<file path="src/rtl/router_1xn_if.sv">
// Beat input, per-channel read/valid/data and status bundle for router_1xn.
// The slave modport is the router side; master is the source/reader side.
interface router_1xn_if #(
  parameter int unsigned DW   = 8,
  parameter int unsigned N_CH = 3
);
  logic [DW-1:0]      d_in;
  logic               pkt_valid;
  logic [N_CH-1:0]    rd_en;
  logic [N_CH-1:0]    vld_out;
  logic [N_CH*DW-1:0] dout;
  logic               busy;
  logic               err;

  modport master (output d_in, pkt_valid, rd_en, input vld_out, dout, busy, err);
  modport slave  (input d_in, pkt_valid, rd_en, output vld_out, dout, busy, err);
endinterface

</file>
<file path="src/rtl/router_1xn.sv">
// 1-to-N byte-serial packet router: header/payload/parity beats are routed into
// per-channel FIFOs with space-based admission, parity check and read-timeout flush.
module router_1xn #(
  parameter int unsigned DW      = 8,
  parameter int unsigned N_CH    = 3,
  parameter int unsigned AW      = $clog2(N_CH),
  parameter int unsigned DEPTH   = 64,
  parameter int unsigned TIMEOUT = 30
) (
  input  logic         clk,
  input  logic         rst,
  router_1xn_if.slave  bus
);

  localparam int unsigned LW = DW - AW;
  localparam int unsigned RW = LW + 1;
  localparam int unsigned PW = $clog2(DEPTH);
  localparam int unsigned CW = PW + 1;
  localparam int unsigned TW = $clog2(TIMEOUT + 1);

  typedef enum logic [1:0] {IDLE, PAYLOAD, PARITY, DISCARD} state_t;

  state_t          state_q, state_d;
  logic [AW-1:0]   dest_q, dest_d;
  logic [RW-1:0]   rem_q, rem_d;
  logic [DW-1:0]   par_q, par_d;
  logic            err_q, err_d;
  logic            busy;

  logic [DW-1:0]   mem_q  [N_CH][DEPTH];
  logic [CW-1:0]   cnt_q  [N_CH];
  logic [CW-1:0]   cnt_d  [N_CH];
  logic [PW-1:0]   wptr_q [N_CH];
  logic [PW-1:0]   wptr_d [N_CH];
  logic [PW-1:0]   rptr_q [N_CH];
  logic [PW-1:0]   rptr_d [N_CH];
  logic [TW-1:0]   tmo_q  [N_CH];
  logic [TW-1:0]   tmo_d  [N_CH];
  logic [DW-1:0]   dout_q [N_CH];
  logic [DW-1:0]   dout_d [N_CH];

  logic [N_CH-1:0]    wr_en, rd_fire, flush, vld;
  logic [N_CH*DW-1:0] dout_flat;

  logic [AW-1:0] hdr_addr, hdr_idx;
  logic [LW-1:0] hdr_len;
  logic [RW-1:0] hdr_need;
  logic          addr_ok, oversize, space_ok;

  always_comb begin
    hdr_addr = bus.d_in[AW-1:0];
    hdr_len  = bus.d_in[DW-1:AW];
    hdr_need = RW'(hdr_len) + RW'(2);
    addr_ok  = 32'(hdr_addr) < N_CH;
    oversize = 32'(hdr_need) > DEPTH;
    hdr_idx  = addr_ok ? hdr_addr : '0;
    space_ok = (32'(cnt_q[hdr_idx]) + 32'(hdr_need)) <= DEPTH;
  end

  always_comb begin
    flush = '0;
    vld   = '0;
    for (int unsigned i = 0; i < N_CH; i++) begin
      flush[i] = tmo_q[i] == TW'(TIMEOUT);
      vld[i]   = cnt_q[i] != '0;
    end
  end

  always_comb begin
    state_d = state_q;
    dest_d  = dest_q;
    rem_d   = rem_q;
    par_d   = par_q;
    err_d   = 1'b0;
    busy    = 1'b0;
    wr_en   = '0;
    unique case (state_q)
      IDLE: begin
        if (bus.pkt_valid) begin
          if (!addr_ok || oversize) begin
            state_d = DISCARD;
            rem_d   = RW'(hdr_len) + RW'(1);
          end else if (!space_ok) begin
            busy = 1'b1;
          end else begin
            dest_d = hdr_addr;
            par_d  = bus.d_in;
            rem_d  = RW'(hdr_len);
            if (flush[hdr_addr]) begin
              state_d = DISCARD;
              rem_d   = RW'(hdr_len) + RW'(1);
            end else begin
              wr_en[hdr_addr] = 1'b1;
              state_d = (hdr_len == '0) ? PARITY : PAYLOAD;
            end
          end
        end
      end
      PAYLOAD: begin
        par_d = par_q ^ bus.d_in;
        // rem_q already equals the beats left after this one (payload + parity)
        if (flush[dest_q]) begin
          state_d = DISCARD;
        end else begin
          wr_en[dest_q] = 1'b1;
          rem_d = rem_q - RW'(1);
          if (rem_q == RW'(1)) state_d = PARITY;
        end
      end
      PARITY: begin
        state_d = IDLE;
        if (flush[dest_q]) begin
          err_d = 1'b1;
        end else begin
          wr_en[dest_q] = 1'b1;
          err_d = (bus.d_in != par_q) || bus.pkt_valid;
        end
      end
      DISCARD: begin
        rem_d = rem_q - RW'(1);
        if (rem_q == RW'(1)) begin
          err_d   = 1'b1;
          state_d = IDLE;
        end
      end
      default: state_d = IDLE;
    endcase
  end

  // A flush takes priority over a same-cycle read so dout holds its value.
  always_comb begin
    rd_fire = '0;
    for (int unsigned i = 0; i < N_CH; i++) begin
      rd_fire[i] = bus.rd_en[i] && vld[i] && !flush[i];
      if (flush[i]) begin
        cnt_d[i]  = '0;
        wptr_d[i] = '0;
        rptr_d[i] = '0;
      end else begin
        cnt_d[i]  = cnt_q[i] + CW'(wr_en[i]) - CW'(rd_fire[i]);
        wptr_d[i] = wptr_q[i] + PW'(wr_en[i]);
        rptr_d[i] = rptr_q[i] + PW'(rd_fire[i]);
      end
      dout_d[i] = rd_fire[i] ? mem_q[i][rptr_q[i]] : dout_q[i];
      tmo_d[i]  = (flush[i] || !vld[i] || bus.rd_en[i]) ? '0 : tmo_q[i] + TW'(1);
    end
  end

  always_ff @(posedge clk or negedge rst) begin
    if (!rst) begin
      state_q <= IDLE;
      dest_q  <= '0;
      rem_q   <= '0;
      par_q   <= '0;
      err_q   <= 1'b0;
      for (int unsigned i = 0; i < N_CH; i++) begin
        cnt_q[i]  <= '0;
        wptr_q[i] <= '0;
        rptr_q[i] <= '0;
        tmo_q[i]  <= '0;
        dout_q[i] <= '0;
      end
    end else begin
      state_q <= state_d;
      dest_q  <= dest_d;
      rem_q   <= rem_d;
      par_q   <= par_d;
      err_q   <= err_d;
      for (int unsigned i = 0; i < N_CH; i++) begin
        cnt_q[i]  <= cnt_d[i];
        wptr_q[i] <= wptr_d[i];
        rptr_q[i] <= rptr_d[i];
        tmo_q[i]  <= tmo_d[i];
        dout_q[i] <= dout_d[i];
      end
    end
  end

  always_ff @(posedge clk) begin
    for (int unsigned i = 0; i < N_CH; i++) begin
      if (wr_en[i]) mem_q[i][wptr_q[i]] <= bus.d_in;
    end
  end

  always_comb begin
    dout_flat = '0;
    for (int unsigned i = 0; i < N_CH; i++) begin
      dout_flat[i*DW +: DW] = dout_q[i];
    end
  end

  assign bus.vld_out = vld;
  assign bus.dout    = dout_flat;
  assign bus.busy    = busy;
  assign bus.err     = err_q;

endmodule

</file>
<file path="src/flat_wrapper.sv">
// flat-port wrapper written by rule: the top's interface ports become plain ports
module router_1xn_flat 
#(
  parameter int unsigned DW      = 8,
  parameter int unsigned N_CH    = 3,
  parameter int unsigned AW      = $clog2(N_CH),
  parameter int unsigned DEPTH   = 64,
  parameter int unsigned TIMEOUT = 30
)
  (clk, rst, bus_d_in, bus_pkt_valid, bus_rd_en, bus_vld_out, bus_dout, bus_busy, bus_err);
  router_1xn_if #(.DW(DW), .N_CH(N_CH)) bus_i ();
  input  logic clk;
  input  logic rst;
  input wire logic [$bits(bus_i.d_in)-1:0] bus_d_in;
  input wire logic [$bits(bus_i.pkt_valid)-1:0] bus_pkt_valid;
  input wire logic [$bits(bus_i.rd_en)-1:0] bus_rd_en;
  output wire logic [$bits(bus_i.vld_out)-1:0] bus_vld_out;
  output wire logic [$bits(bus_i.dout)-1:0] bus_dout;
  output wire logic [$bits(bus_i.busy)-1:0] bus_busy;
  output wire logic [$bits(bus_i.err)-1:0] bus_err;
  assign bus_i.d_in = bus_d_in;
  assign bus_i.pkt_valid = bus_pkt_valid;
  assign bus_i.rd_en = bus_rd_en;
  assign bus_vld_out = bus_i.vld_out;
  assign bus_dout = bus_i.dout;
  assign bus_busy = bus_i.busy;
  assign bus_err = bus_i.err;
  router_1xn #(.DW(DW), .N_CH(N_CH), .AW(AW), .DEPTH(DEPTH), .TIMEOUT(TIMEOUT)) u_core (.clk(clk), .rst(rst), .bus(bus_i));
endmodule
</file>
<file path="config.mk">
export PLATFORM = sky130hd
export DESIGN_NAME = router_1xn_flat
export DESIGN_NICKNAME = d
export VERILOG_FILES = /design/src/rtl/router_1xn_if.sv /design/src/rtl/router_1xn.sv /design/src/flat_wrapper.sv
export SDC_FILE = /design/constraint.sdc
export NUM_CORES = 2
export LEC_CHECK = 0
export BUFFER_PORTS_ARGS = -buffer_cell sky130_fd_sc_hd__clkbuf_2
export CAP_MARGIN = 20
export CORE_MARGIN = 1
export CORE_UTILIZATION = 63
export DETAILED_ROUTE_END_ITERATION = 6
export MAX_ROUTING_LAYER = met4
export PLACE_DENSITY = 0.83
export SLEW_MARGIN = 20
export SYNTH_ARGS = -nofsm -noshare
export SYNTH_HDL_FRONTEND = slang
export SYNTH_SLANG_ARGS = --single-unit
</file>
<file path="constraint.sdc">
create_clock -name clk -period 5 [get_ports clk]
set_input_delay 0.25 -clock clk [delete_from_list [all_inputs] [get_ports clk]]
set_output_delay 0.25 -clock clk [all_outputs]
set_load 0.01 [all_outputs]
</file>
Word-level counts from Yosys, hierarchy flattened
Memories as Yosys holds them, arrays and structs flattened.
Index checks and enable logic that the tools add are counted.
{"block": "classes", "shifts": 0, "n_lt_le_gt_ge": 17, "n_reduce_logical": 40, "n_bitwise": 9, "eq_ne": 15, "div": 0, "n_addsub": 19, "n_mul": 0, "muxes": 83}
{"operator": "$mux W512", "n": 7}
{"operator": "$reduce_or A512 Y1", "n": 2}
{"operator": "$bmux W8 S6", "n": 3}
{"operator": "$demux W8 S6", "n": 3}
{"operator": "$mux W8", "n": 12}
{"operator": "$mux W7", "n": 10}
{"operator": "$ge A7 B7 Y1 const B", "n": 6}
{"operator": "$not A6 Y7", "n": 6}
{"operator": "$add A6 B1 Y6", "n": 6}
{"operator": "$mux W6", "n": 6}
{"operator": "$le A32 B7 Y1 const B", "n": 1}
{"operator": "$mux W2", "n": 11}
{"operator": "$add A7 B1 Y7", "n": 3}
{"operator": "$lt A7 B1 Y1 const B", "n": 3}
{"operator": "$pmux W7 S3", "n": 1}
{"operator": "$reduce_bool A7 Y1", "n": 3}
{"operator": "$sub A7 B1 Y7", "n": 3}
{"operator": "$pmux W8 S2", "n": 1}
{"operator": "$reduce_and A4 Y1", "n": 4}
{"operator": "$add A5 B1 Y5 const B", "n": 3}
{"operator": "$eq A5 B5 Y1 const B", "n": 3}
{"operator": "$mux W3", "n": 5}
{"operator": "$mux W5", "n": 3}
{"operator": "$bmux W7 S2", "n": 1}
{"operator": "other kinds (33)", "n": 77}
{"block": "totals", "latchBits": 0, "input_bits": 14, "out_inout_bits": 29, "ram_bits": 1536, "n_memories": 1, "elab_cells": 204, "reg_bits": 116, "rom_bits": 0}
{"name": "u_core.mem_q", "depth": 3, "word_bits": 512, "read_ports": 3, "rd_ports_with_merged_regs": 0, "write_ports": 1, "line": "router_1xn.sv:30", "text": "logic [DW-1:0] mem_q [N_CH][DEPTH];"}

Logic depth before layout (Yosys ltp)
{"block": "logic_depth", "word_depth": 17, "mapped_depth": 26, "mapped_depth_nobuf": 22}

Worst setup path after synthesis
OpenSTA, ideal clock, no wires.
{"block": "synth_path", "path_kind": "in2reg", "from": "in bus_d_in[0]", "to": "reg u_core.cnt_q[13] (netlist name)", "t_arrival_ns": 4.952, "path_buffers": 4, "path_slack_ns": -0.083, "path_stages": 25, "path_cell_list": "clkbuf_1 -> clkbuf_1 -> mux2i_1 -> a21oi_1 -> ha_1 -> fa_1 -> a211oi_1 -> nor2_1 -> xor2_1 -> a2111o_1 -> a21oi_1 -> a31oi_1 -> buf_2 -> buf_1 -> nor3_1 -> ha_1 -> inv_1 -> fa_1 -> inv_1 -> a21oi_1 -> nor2_1 -> o21ai_0 -> a21oi_1 -> or3_1 -> a21oi_1"}
{"item": "start, declared", "line": "flat_wrapper.sv:14", "text": "input wire logic [$bits(bus_i.d_in)-1:0] bus_d_in;"}
{"item": "end signal, assigned by index", "line": "router_1xn.sv:170", "text": "cnt_q[i] <= cnt_d[i];"}
{"item": "end, declared", "line": "router_1xn.sv:31", "text": "logic [CW-1:0] cnt_q [N_CH];"}

Final worst setup path
{"block": "layout_path", "from": "reg u_core.cnt_q[14] (netlist name)", "to": "mem u_core.mem_q[0][601] (netlist name), enable pin"}
{"block": "layout_between", "elab_chain_cells": 14}
{"item": "$bmux W7 S2 *", "line": "router_1xn.sv:57", "text": "space_ok = (32'(cnt_q[hdr_idx]) + 32'(hdr_need)) <= DEPTH;"}
{"item": "$mux W7 (implied by the code) * (2 in series)", "line": "router_1xn.sv:57"}
{"item": "$add A7 B7 Y8 *", "line": "router_1xn.sv:57"}
{"item": "$le A32 B7 Y1 *", "line": "router_1xn.sv:57"}
{"item": "$mux W3 *", "line": "router_1xn.sv:83", "text": "end else if (!space_ok) begin"}
{"item": "$mux W3 *", "line": "router_1xn.sv:80", "text": "if (!addr_ok || oversize) begin"}
{"item": "$mux W3 *", "line": "router_1xn.sv:79", "text": "if (bus.pkt_valid) begin"}
{"item": "$pmux W3 S2 *", "line": "router_1xn.sv:77", "text": "unique case (state_q)"}
{"item": "$mux W1", "line": "router_1xn.sv:181", "text": "if (wr_en[i]) mem_q[i][wptr_q[i]] <= bus.d_in;"}
{"item": "$mux W512 (implied by the code)", "line": "router_1xn.sv:181"}
{"item": "$reduce_or A512 Y1 (no line)"}
{"item": "$mux W2 (no line) or $mux W512 (tied branches) (2 in series)"}
{"item": "end, declared", "line": "router_1xn.sv:30"}
Every way passes the cells marked *; elsewhere a longest branch is shown, timed or not. The select of a mux whose other input is x is not followed.

==> results.json <==
{
  "outcome": "finished, violations left",
  "violations": "design-rule violations",
  "antenna_found_initial": 4,
  "rr_endpoint": "u_core.mem_q[0][601]",
  "crit_required_ns": 5.49,
  "power.density_mw_per_mm2": 513,
  "drv_slew": 0,
  "layout_common_cells": "edfxtp_1, mux4_2, buf_4, nor2_1, clkbuf_16",
  "p_leak_nw": 24.8,
  "first_pass_iters": 7,
  "tns_ns": 0,
  "die-area_mm2": 0.108,
  "die_h_um": 328,
  "synth_area_mm2": 0.0669,
  "yosysWarnings": 0,
  "critPathKind": "reg2reg",
  "clock_latency_ns": 0.79,
  "cts_buffers": 160,
  "critPathLaunchType": "flip-flop",
  "reg2reg_depth": 15,
  "fmax_mhz": 212,
  "power.total_w": 0.0386,
  "clk_pin_slew_ns": 0.06,
  "seq_area_frac_synth": 0.733,
  "hold_path.class": "in2reg",
  "die_w_um": 328,
  "clock-sinks": 1652,
  "hold_path_end": "u_core.mem_q[0][609]",
  "wl_per_cell_um": 30.1,
  "drive_gt1_frac": 0.233,
  "cts_tree": "yes",
  "area_growth_pct": 12.6,
  "hold_violations": 0,
  "finalNonFillerCells": 5256,
  "r2r-start": "u_core.cnt_q[14]",
  "dpl_worst_slack_ns": 0.345,
  "min_period_ns": 4.71,
  "maxCapViolations": 0,
  "r2r_setup_slack_ns": 0.29,
  "viasPerCell": 6.84,
  "clock_skew_ns": 0.0412,
  "rows": 119,
  "crit_arrival_ns": 5.20,
  "dpl_cell_area_mm2": 0.0700,
  "start_util": 0.636,
  "io_buffers": 42,
  "grt_pass1_wl_mm": 236,
  "track_usage": 0.309,
  "vdd.ir_drop.worst_v": 0.000455,
  "synthTopCellsByArea": "edfxtp_1, mux4_2, dfrtp_1",
  "hpwl_mm": 89.4,
  "io_pins": 43,
  "num_vias": 35962,
  "fin_nets": 3814,
  "synth_cell_types": 66,
  "clock_path_buffers": 3,
  "final_common_cell": "edfxtp_1",
  "synth_flop_cell": "edfxtp_1",
  "end_kind": "flip-flop",
  "h-tree-depth": 4,
  "grt_max_degree": 199,
  "final_antenna_net_count": 0,
  "syn_avg_cell_area_um2": 19.1,
  "yosysTopAreaCell": "edfxtp_1",
  "yosysTopAreaCellShare": 0.689,
  "synth_nets": 3592,
  "slew-limit-headroom": 0.168,
  "min-delay-start": "bus_d_in[1]",
  "postSynthCellCount": 3512,
  "gp_congestion": 0.905,
  "async_reset_ff_frac": 0.0702,
  "tightest_slew_ns": 1.25,
  "synth-seq-cells": 1652,
  "design_area_mm2": 0.0753,
  "cts_root_buffer": "clkbuf_16",
  "grt_overflow_total": 0,
  "routed_wl_mm": 158,
  "setup_viol": 0,
  "core_mm2": 0.105,
  "drt_iter0_drc": 4587,
  "crit_fanout": 64,
  "synth_edf_count": 1536,
  "setup_ws_ns": 0.289,
  "min_path_cells": 2,
  "grt_pass1_vias": 36620,
  "placedCellCount": 4953,
  "period_share": 0.942,
  "drcViolationCount": 4
}
## flip-flops by register name (all words and copies together), names as in the netlist
name,count
u_core.par_q,8
u_core.bus.dout,24
u_core.cnt_q,21
u_core.rptr_q,18
u_core.wptr_q,18
u_core.tmo_q,15
u_core.rem_q,7
u_core.mem_q,1536
u_core.dest_q,2
u_core.bus.err,1
u_core.state_q,2
## worst max-delay path, stage by stage (launching register included)
cell and delay (ns):
dfrtp_1 0.40, inv_1 0.10, o211a_1 0.14, a21oi_1 0.04, ha_1 0.22, fa_1 0.44, a211oi_1 0.38, nor2_1 0.11
xor2_1 0.17, a2111o_1 0.41, a21oi_1 0.14, buf_4 0.16, a31oi_4 0.11, buf_4 0.39, nor4_1 0.86, buf_4 0.28
## routing by layer
metal | vias up | part of all wire | GRT usage
li1 | 14759 | - | -
met1 | 18435 | 0.36 | 0.403
met2 | 2292 | 0.50 | 0.488
met3 | 476 | 0.089 | 0.0557
met4 | 0 | 0.045 | 0.128
met5 | - | 0 | -
## worst max path at each step
stage / startpoint / endpoint / slack, ns / cells after the start
final: u_core.cnt_q[14] / u_core.mem_q[0][601] / 0.29 / 15
after global routing: u_core.cnt_q[14] / u_core.cnt_q[13] / -0.02 / 23
after CTS: u_core.cnt_q[15] / u_core.cnt_q[6] / 0.30 / 21
after detailed placement: bus_d_in[0] / u_core.cnt_q[13] / 0.34 / 23
after global placement: bus_d_in[0] / u_core.cnt_q[13] / 0.36 / 23
after floorplan: bus_d_in[0] / u_core.cnt_q[13] / 0.07 / 25
## cells in the mapped netlist, drive strengths merged (50+ instances only)
cell type and instances:
clkbuf 100, nor3 92, nand2 73, mux2i 154, buf 106, mux4 384
inv 50, a21oi 94, nand3 51, edfxtp 1536, nor2b 61, nor4 52
nor2 175, ha 62, dfrtp 116
## power breakdown
group	total (W)	leakage (nW)	switching, W	internal [W]
clock network	0.0121	2.53	0.00522	0.00684
registers	0.0163	15.2	0.000920	0.0154
logic	0.0103	7.07	0.00543	0.00483
## area by class of cell
type | instances | area (um^2)
inverter | 51 | 191
fill | 5743 | 29900
multi-input combinational | 1603 | 17000
antenna | 3 | 7.51
tap | 1391 | 1740
clock buffer | 201 | 4200
sequential | 1652 | 49100
clock inverter | 89 | 1000
timing repair buffer | 266 | 2160
## stage by stage
| stage | utilization | hold WS [ns] |
|---|---|---|
| 2_1_floorplan | - | -0.0456 |
| 3_3_place_gp | 0.665 | 0.329 |
| 3_5_place_dp | 0.665 | 0.333 |
| 4_1_cts | 0.715 | 0.0190 |
| 5_1_grt | 0.716 | 0.0406 |
| 6_report | 0.716 | 0.0582 |
## logic make-up (layout without fill, tap and decap cells)
| family | after synthesis | in the layout | share of synthesized area |
|---|---|---|---|
| buffers and inverters | 257 | 607 | 0.0153 |
| AOI/OAI and AO/OA | 321 | 321 | 0.0326 |
| and+or+nand+nor | 617 | 617 | 0.0464 |
| xor gates and xnor gates | 60 | 60 | 0.00785 |
| muxes | 539 | 539 | 0.152 |
| DFF | 1652 | 1652 | 0.733 |
| adders and majority gates | 66 | 66 | 0.0128 |
| other | 0 | 3 | 0 |
## timing repair
action / 4_1_cts / 5_1_grt
resized for setup: 0 / 3
hold endpoints to repair: 98 / 0
hold buffers: 8 / 0
setup endpoints to repair: 0 / 2
buffers inserted: 0 / 0
Power figures use the tool's default switching activity.
